--- src/rtl/data_out_write_arbiter.sv ---
// rtl/data_out_write_arbiter.sv - round-robin arbiter sequencing writes/clears into a shared data_out register
// Three-state access: IDLE picks a requester, GRANT samples its data, WRITE commits and acks.
module data_out_write_arbiter #(
  parameter int NUM_REQ = 4,
  parameter int DATA_W  = 8,
  parameter int CNT_W   = 16
) (
  input  logic                        clk,
  input  logic                        rst_n,
  input  logic [NUM_REQ-1:0]          req,
  input  logic [NUM_REQ-1:0]          clr,
  input  logic [NUM_REQ*DATA_W-1:0]   wdata,
  input  logic                        soft_clr,
  output logic [NUM_REQ-1:0]          grant,
  output logic [NUM_REQ-1:0]          ack,
  output logic                        busy,
  output logic [DATA_W-1:0]           data_out,
  output logic [CNT_W-1:0]            wr_count
);

  localparam int PTR_W = $clog2(NUM_REQ);

  typedef enum logic [1:0] {
    IDLE  = 2'd0,
    GRANT = 2'd1,
    WRITE = 2'd2
  } state_t;

  state_t              r_state;
  state_t              w_next_state;
  logic [NUM_REQ-1:0]  r_grant;
  logic [NUM_REQ-1:0]  r_ack;
  logic [PTR_W-1:0]    r_gidx;
  logic [PTR_W-1:0]    r_ptr;
  logic [DATA_W-1:0]   r_sel_data;
  logic [DATA_W-1:0]   r_data_out;
  logic [CNT_W-1:0]    r_cnt;

  logic                w_load_grant;
  logic                w_latch;
  logic                w_abort;
  logic                w_commit;
  logic [PTR_W-1:0]    w_pick;
  logic [PTR_W-1:0]    w_ptr_next;

  // First asserted request at or above the priority pointer, wrapping around.
  function automatic logic [PTR_W-1:0] rr_pick(input logic [NUM_REQ-1:0] r,
                                                input logic [PTR_W-1:0]   p);
    logic [PTR_W-1:0] sel;
    logic             found;
    int               c;
    sel   = p;
    found = 1'b0;
    for (int k = 0; k < NUM_REQ; k++) begin
      c = (int'(p) + k) % NUM_REQ;
      if (!found && r[PTR_W'(c)]) begin
        found = 1'b1;
        sel   = PTR_W'(c);
      end
    end
    return sel;
  endfunction

  assign w_pick     = rr_pick(req, r_ptr);
  assign w_ptr_next = (r_gidx == PTR_W'(NUM_REQ - 1)) ? '0 : r_gidx + 1'b1;

  always_ff @(posedge clk or negedge rst_n) begin
    if (!rst_n) begin
      r_state <= IDLE;
    end else begin
      r_state <= w_next_state;
    end
  end

  always_comb begin
    w_next_state = r_state;
    w_load_grant = 1'b0;
    w_latch      = 1'b0;
    w_abort      = 1'b0;
    w_commit     = 1'b0;
    if (soft_clr) begin
      w_next_state = IDLE;
    end else begin
      case (r_state)
        IDLE: begin
          if (|req) begin
            w_load_grant = 1'b1;
            w_next_state = GRANT;
          end
        end
        GRANT: begin
          if (req[r_gidx]) begin
            w_latch      = 1'b1;
            w_next_state = WRITE;
          end else begin
            w_abort      = 1'b1;
            w_next_state = IDLE;
          end
        end
        WRITE: begin
          w_commit     = 1'b1;
          w_next_state = IDLE;
        end
        default: w_next_state = IDLE;
      endcase
    end
  end

  always_ff @(posedge clk or negedge rst_n) begin
    if (!rst_n) begin
      r_grant    <= '0;
      r_ack      <= '0;
      r_gidx     <= '0;
      r_ptr      <= '0;
      r_sel_data <= '0;
      r_data_out <= '0;
      r_cnt      <= '0;
    end else begin
      r_ack <= '0;
      if (soft_clr) begin
        // Cancels any in-flight access; counter and priority are left alone.
        r_grant    <= '0;
        r_data_out <= '0;
      end else begin
        if (w_load_grant) begin
          r_grant <= NUM_REQ'(1) << w_pick;
          r_gidx  <= w_pick;
        end
        if (w_latch) begin
          r_sel_data <= clr[r_gidx] ? '0 : wdata[r_gidx*DATA_W +: DATA_W];
        end
        if (w_abort) begin
          r_grant <= '0;
        end
        if (w_commit) begin
          r_data_out <= r_sel_data;
          r_ack      <= r_grant;
          r_cnt      <= r_cnt + 1'b1;
          r_ptr      <= w_ptr_next;
          r_grant    <= '0;
        end
      end
    end
  end

  assign grant    = r_grant;
  assign ack      = r_ack;
  assign busy     = (r_state != IDLE);
  assign data_out = r_data_out;
  assign wr_count = r_cnt;

endmodule

--- config.mk ---
export PLATFORM = sky130hd
export DESIGN_NAME = data_out_write_arbiter
export DESIGN_NICKNAME = d
export VERILOG_FILES = /design/src/rtl/data_out_write_arbiter.sv
export SDC_FILE = /design/constraint.sdc
export NUM_CORES = 1
export LEC_CHECK = 0
export ABC_CLOCK_PERIOD_IN_PS = 2250
export CAP_MARGIN = 20
export CORE_ASPECT_RATIO = 1.2
export CORE_UTILIZATION = 45
export CTS_BUF_LIST = sky130_fd_sc_hd__clkbuf_4 sky130_fd_sc_hd__clkbuf_8 sky130_fd_sc_hd__clkbuf_16
export CTS_CLUSTER_DIAMETER = 40
export DETAILED_ROUTE_END_ITERATION = 8
export GPL_TIMING_DRIVEN = 0
export PLACE_DENSITY = 0.79
export SYNTH_ARGS = -nofsm -noshare
export SYNTH_HDL_FRONTEND = slang
export SYNTH_SLANG_ARGS = --single-unit
--- constraint.sdc ---
create_clock -name clk -period 2.25 [get_ports clk]
set_clock_uncertainty 0.2 [all_clocks]
set_input_delay 0.3375 -clock clk [delete_from_list [all_inputs] [get_ports clk]]
set_output_delay 0.3375 -clock clk [all_outputs]
set_load 0.01 [all_outputs]
* After elaboration in Yosys (flattened, before gate mapping) *
Index checks and enable logic that the tools add are counted.
Widths: inputs -> output; s select.

word-level totals
  register bits after elaboration = 46
  input bits = 43

operators by class
  $add $sub $neg = 5
  $lt $le $gt $ge = 5
  equal/unequal tests = 4
  shift-type cells = 2
  muxes and demuxes = 47
  bitwise gates (word level) = 1
  reductions and logical operators = 14

operators by type and width
  operator               number
  $shiftx 32x6->8        1
  $mux 1                 24
  $mux 4                 6
  $mux 8                 3
  $add 16x1->16 const B  1
  $lt 2x4->1 const B     4
  $mux 2                 7
  $bmux 1 s2             6
  $reduce_and 2->1       3
  $add 2x1->2 const B    2
  $add 2x2->2 const B    2
  $eq 2x2->1 const B     2
  $pmux 2 s2             1
  $reduce_bool 2->1      2
  $reduce_bool 4->1      1
  $reduce_or 4->1        1
  $shl 1x2->4 const A    1
  $logic_and 1x1->1      3
  $logic_not 1->1        3
  $lt 2x3->1 const B     1
  $ne 3x3->1 const B     1
  $eq 2x1->1 const B     1
  $logic_not 2->1        1
  $not 1->1              1

* Logic depth before layout (Yosys ltp) *
  depth in word-level cells = 18
  gate-level depth with buffers = 6
  mapped depth without buffers = 5

* Worst setup path after synthesis *
No wires, ideal clock.

  path type = register to register
  from = reg r_state[0]
  to = reg r_gidx[1]
  data arrival time = 1.453 ns
  data required time = 1.925 ns
  setup slack = 0.472 ns
  stages on the path, launching flop included = 5
  buffers on the path = 0
  cells stage by stage = dfrtp_1 or2_4 or3_1 clkinv_1 mux2_2

on the way
  word-level cells in the longest chain between the ends = 4

ends and longest elaborated chain
  element                     RTL line  RTL
  start: declaration          29        state_t r_state;
  start signal: assignment    71        r_state <= w_next_state;
  $logic_not 2->1             84        case (r_state)
  $mux 1                      84
  $mux 1                      81        if (soft_clr) begin
  $reduce_and 2->1 (no line)  --
  end signal: assignment      127       r_gidx <= w_pick;
  end: declaration            33        logic [PTR_W-1:0] r_gidx;

Every way passes these cells.
A chain may end at the register's enable or synchronous reset.

* Worst setup path in the final report *
  from = reg r_state[0]
  to = out busy

on the way
  word-level cells in the longest chain between the ends = 1

ends and longest elaborated chain
  element            RTL line  RTL
  $reduce_bool 2->1  148       assign busy = (r_state != IDLE);
  end: declaration   16        output logic busy,

Every way passes these cells.

==> flow_metrics.tcl <==
set metrics [dict create \
    rsz0062_at_grt "no" \
    power.clock.fraction 0.195 \
    syn_area_per_cell_um2 11.20 \
    min_delay_path_class "in2async" \
    finalSetupViolCount 0 \
    clock_pin_slew_reported_for_the_worst_setup_and_hold_paths_after_clock_tree_synthesis_ps 80 \
    seq_power_share 0.459 \
    critPathTopFamily "buffers and inverters" \
    crit_path_kind "reg2out" \
    post_synth_num_cell_types 38 \
    synth-edff-count 0 \
    detail_route.vias_per_cell 5.207 \
    detail-route-antenna-nets 0 \
    endpoint_kind "output pin" \
    final_area_um2 3179 \
    critical_path.n_buffers_inverters 1 \
    dp_cells 335 \
    crit_fanout 6 \
    most_used_cells_in_the_layout_excluding_fill_and_tap_cells "74 x sky130_fd_sc_hd__clkdlybuf4s50_1, 46 x sky130_fd_sc_hd__dfrtp_1, 31 x sky130_fd_sc_hd__nand2_1" \
    clock_tree.root_cell "sky130_fd_sc_hd__clkbuf_8" \
    timing.final.crit_share 0.9120 \
    p_total_mw 2.435 \
    internal_power_mw 1.678 \
    worstPathArrival_ps 1510 \
    sw_frac_of_total 0.3109 \
    cts_setup_buffers 0 \
    power.static_leakage_nw 1.354 \
    fmax_mhz 487.3 \
    die_outline_height_um 79.50 \
    synth.cell_area_um2 2252 \
    clkLatencyLatePin_ps 300 \
    drc_errors 0 \
    combinationalPowerShare 0.346 \
    p_per_area_nw_per_um2 765.7 \
    power_switching_mw 0.7570 \
    cts-htree-levels 2 \
    clock-sinks 46 \
    grt_antenna_before_repair 0 \
    fin_cells 343 \
    drv_cap 0 \
    cp-start-kind "register" \
    routed_wire_length_per_instance_um 13.41 \
    vias_in_the_first_global_route 1787 \
    cts.path.max_buffers 2 \
    worst_hold_slack_ps 235.9 \
    worstPathCellList "or2_4 -> clkdlybuf4s50_1" \
    tritoncts.num_buffers 5 \
    routed_wirelength_um 4599 \
    post-dp-hpwl_um 3651 \
    initial_standard_cell_utilization_of_the_core 0.4796 \
    num_antenna_cells 0 \
    synthesis.instances 201 \
    timing.final.max_slew_violations 0 \
    die-width_um 66.58 \
    crit_required_ps 1710 \
    gp_routability_congestion 0.7534 \
    vdd_ir_drop_max_mv 0.5627 \
    detailroute.via_count 1786 \
    dr.pass1.iters 4 \
    core_area_um2 4696 \
    critical-path-max-stage-delay_ps 490 \
    syn_to_final_growth_pct 41.17 \
    dpl_cell_area_um2 3090 \
    grt_pass1_wl_um 7762 \
    pin_count 76 \
    die-area_um2 5293 \
    synth.yosys.warnings 0 \
    synth_flop_cell "sky130_fd_sc_hd__dfrtp_1" \
    yosysSeqAreaShare 0.5111 \
    maximum_number_of_pins_on_one_net_before_global_route_repair 37 \
    slew_headroom 0.6592 \
    most_common_library_cell_in_the_layout_ignoring_fill_and_taps "sky130_fd_sc_hd__clkdlybuf4s50_1" \
    postSynth.asyncResetShare 1.000 \
    mappedNetlistNets 246 \
    grt_overflow_total 0 \
    max_slew.worst_pin.slew_ps 511.2 \
    tritoncts_clock_tree "built" \
    port_buffers 75 \
    final_period_minus_worst_setup_slack_ps 2052 \
    layout.core_utilization 0.6771 \
    first_iter_violations 61 \
    yosys_register_bits 46 \
    nets 330 \
    outcome "complete, no violations" \
    drive_gt1_frac 0.1123 \
    crit_slowest_cell "sky130_fd_sc_hd__clkdlybuf4s50_1" \
    num_rows 27 \
    count_of_endpoints_failing_hold_in_the_final_timing_report 0 \
    track_usage 0.1951 \
]
## kinds of logic (layout without fill, tap and decap cells)
kind of cell	Yosys count	in the layout	share of synthesized area
muxes	13	13	0.1150
adders and majority gates	2	2	0.01111
buffers and inverters	14	98	0.02722
and+or+nand+nor	79	79	0.1928
xor gates and xnor gates	15	15	0.05834
DFF	46	46	0.5111
AOI/OAI and AO/OA	32	32	0.08446
## registers in the layout, summed over array words and instances, names as in the netlist
| register | count |
|---|---|
| wr_count | 16 |
| r_gidx | 2 |
| r_sel_data | 8 |
| data_out | 8 |
| grant | 4 |
| r_ptr | 2 |
| r_state | 2 |
| ack | 4 |
## cell type report
class / instances / area (um^2)
buffer: 7 / 35.03
clock buffer: 5 / 68.82
clock inverter: 2 / 10.01
fill: 371 / 1516
inverter: 7 / 26.28
multi-input combinational: 141 / 1040
sequential: 46 / 1151
tap: 58 / 72.57
timing repair buffer: 77 / 775.7
## cells in the mapped netlist, types with 3 or more instances
cell type                  number  share of area
sky130_fd_sc_hd__nand3_1        4         0.0089
sky130_fd_sc_hd__o21ai_0       12          0.027
sky130_fd_sc_hd__nor3_1         4         0.0089
sky130_fd_sc_hd__nand2b_1       9          0.025
sky130_fd_sc_hd__xnor2_1        7          0.027
sky130_fd_sc_hd__and2_1         4          0.011
sky130_fd_sc_hd__a21oi_1       10          0.022
sky130_fd_sc_hd__nor2b_1        4          0.011
sky130_fd_sc_hd__dfrtp_1       46           0.51
sky130_fd_sc_hd__nor2_1         8          0.013
sky130_fd_sc_hd__nand4_1        4          0.011
sky130_fd_sc_hd__nand2_1       31          0.052
sky130_fd_sc_hd__mux2_2         3          0.015
sky130_fd_sc_hd__buf_2          4         0.0089
sky130_fd_sc_hd__inv_1          6          0.010
sky130_fd_sc_hd__xor2_1         8          0.031
sky130_fd_sc_hd__mux4_2        10           0.10
## metrics by stage
stage | setup slack (ps) | setup TNS [ps]
after global routing | 139.7 | 0
final | 198.0 | 0
after global placement | -599.7 | -27550
after floorplan | 472.3 | 0
after CTS | 184.4 | 0
after detailed placement | -71.08 | -368.1
## power by group through the flow
| stage | Clock, mW | Combinational, mW | Sequential, mW |
|---|---|---|---|
| finish | 0.474 | 0.843 | 1.12 |
| detailed placement | 0 | 0.849 | 1.13 |
| CTS | 0.485 | 0.855 | 1.12 |
| global route | 0.515 | 0.931 | 1.14 |
| global placement | 0 | 0.825 | 1.12 |
| floorplan | 0 | 0.545 | 1.12 |
## timing repair
action | 4_1_cts | 5_1_grt
hold buffers | 1 | 0
gates resized for setup | 0 | 0
endpoints found under the hold margin | 10 | 0
setup endpoints to repair | 0 | 0
## path summary, 6_finish.rpt
path	cells after the start	start	to	slack [ps]
worst max-delay path	2	r_state[0]$_DFFE_PN0P_	busy	200
worst min-delay path	2	rst_n	wr_count[5]$_DFFE_PN0P_	240
worst max register to register	4	r_gidx[0]$_DFFE_PN0P_	grant[2]$_DFFE_PN0P_	350
worst min register to register	1	wr_count[15]$_DFFE_PN0P_	wr_count[15]$_DFFE_PN0P_	280
max in group asynchronous	3	rst_n	data_out[0]$_DFFE_PN0P_	1140
min in group clk	1	wr_count[15]$_DFFE_PN0P_	wr_count[15]$_DFFE_PN0P_	280
## per-layer routing
metal,vias up,track usage,wire [um]
met5,-,0,0
met2,49,0.3525,2483
met1,862,0.2164,1866
met4,0,0.07872,66
li1,870,-,-
met3,5,0.04286,183
No activity file was read; power rests on OpenSTA's default activity.
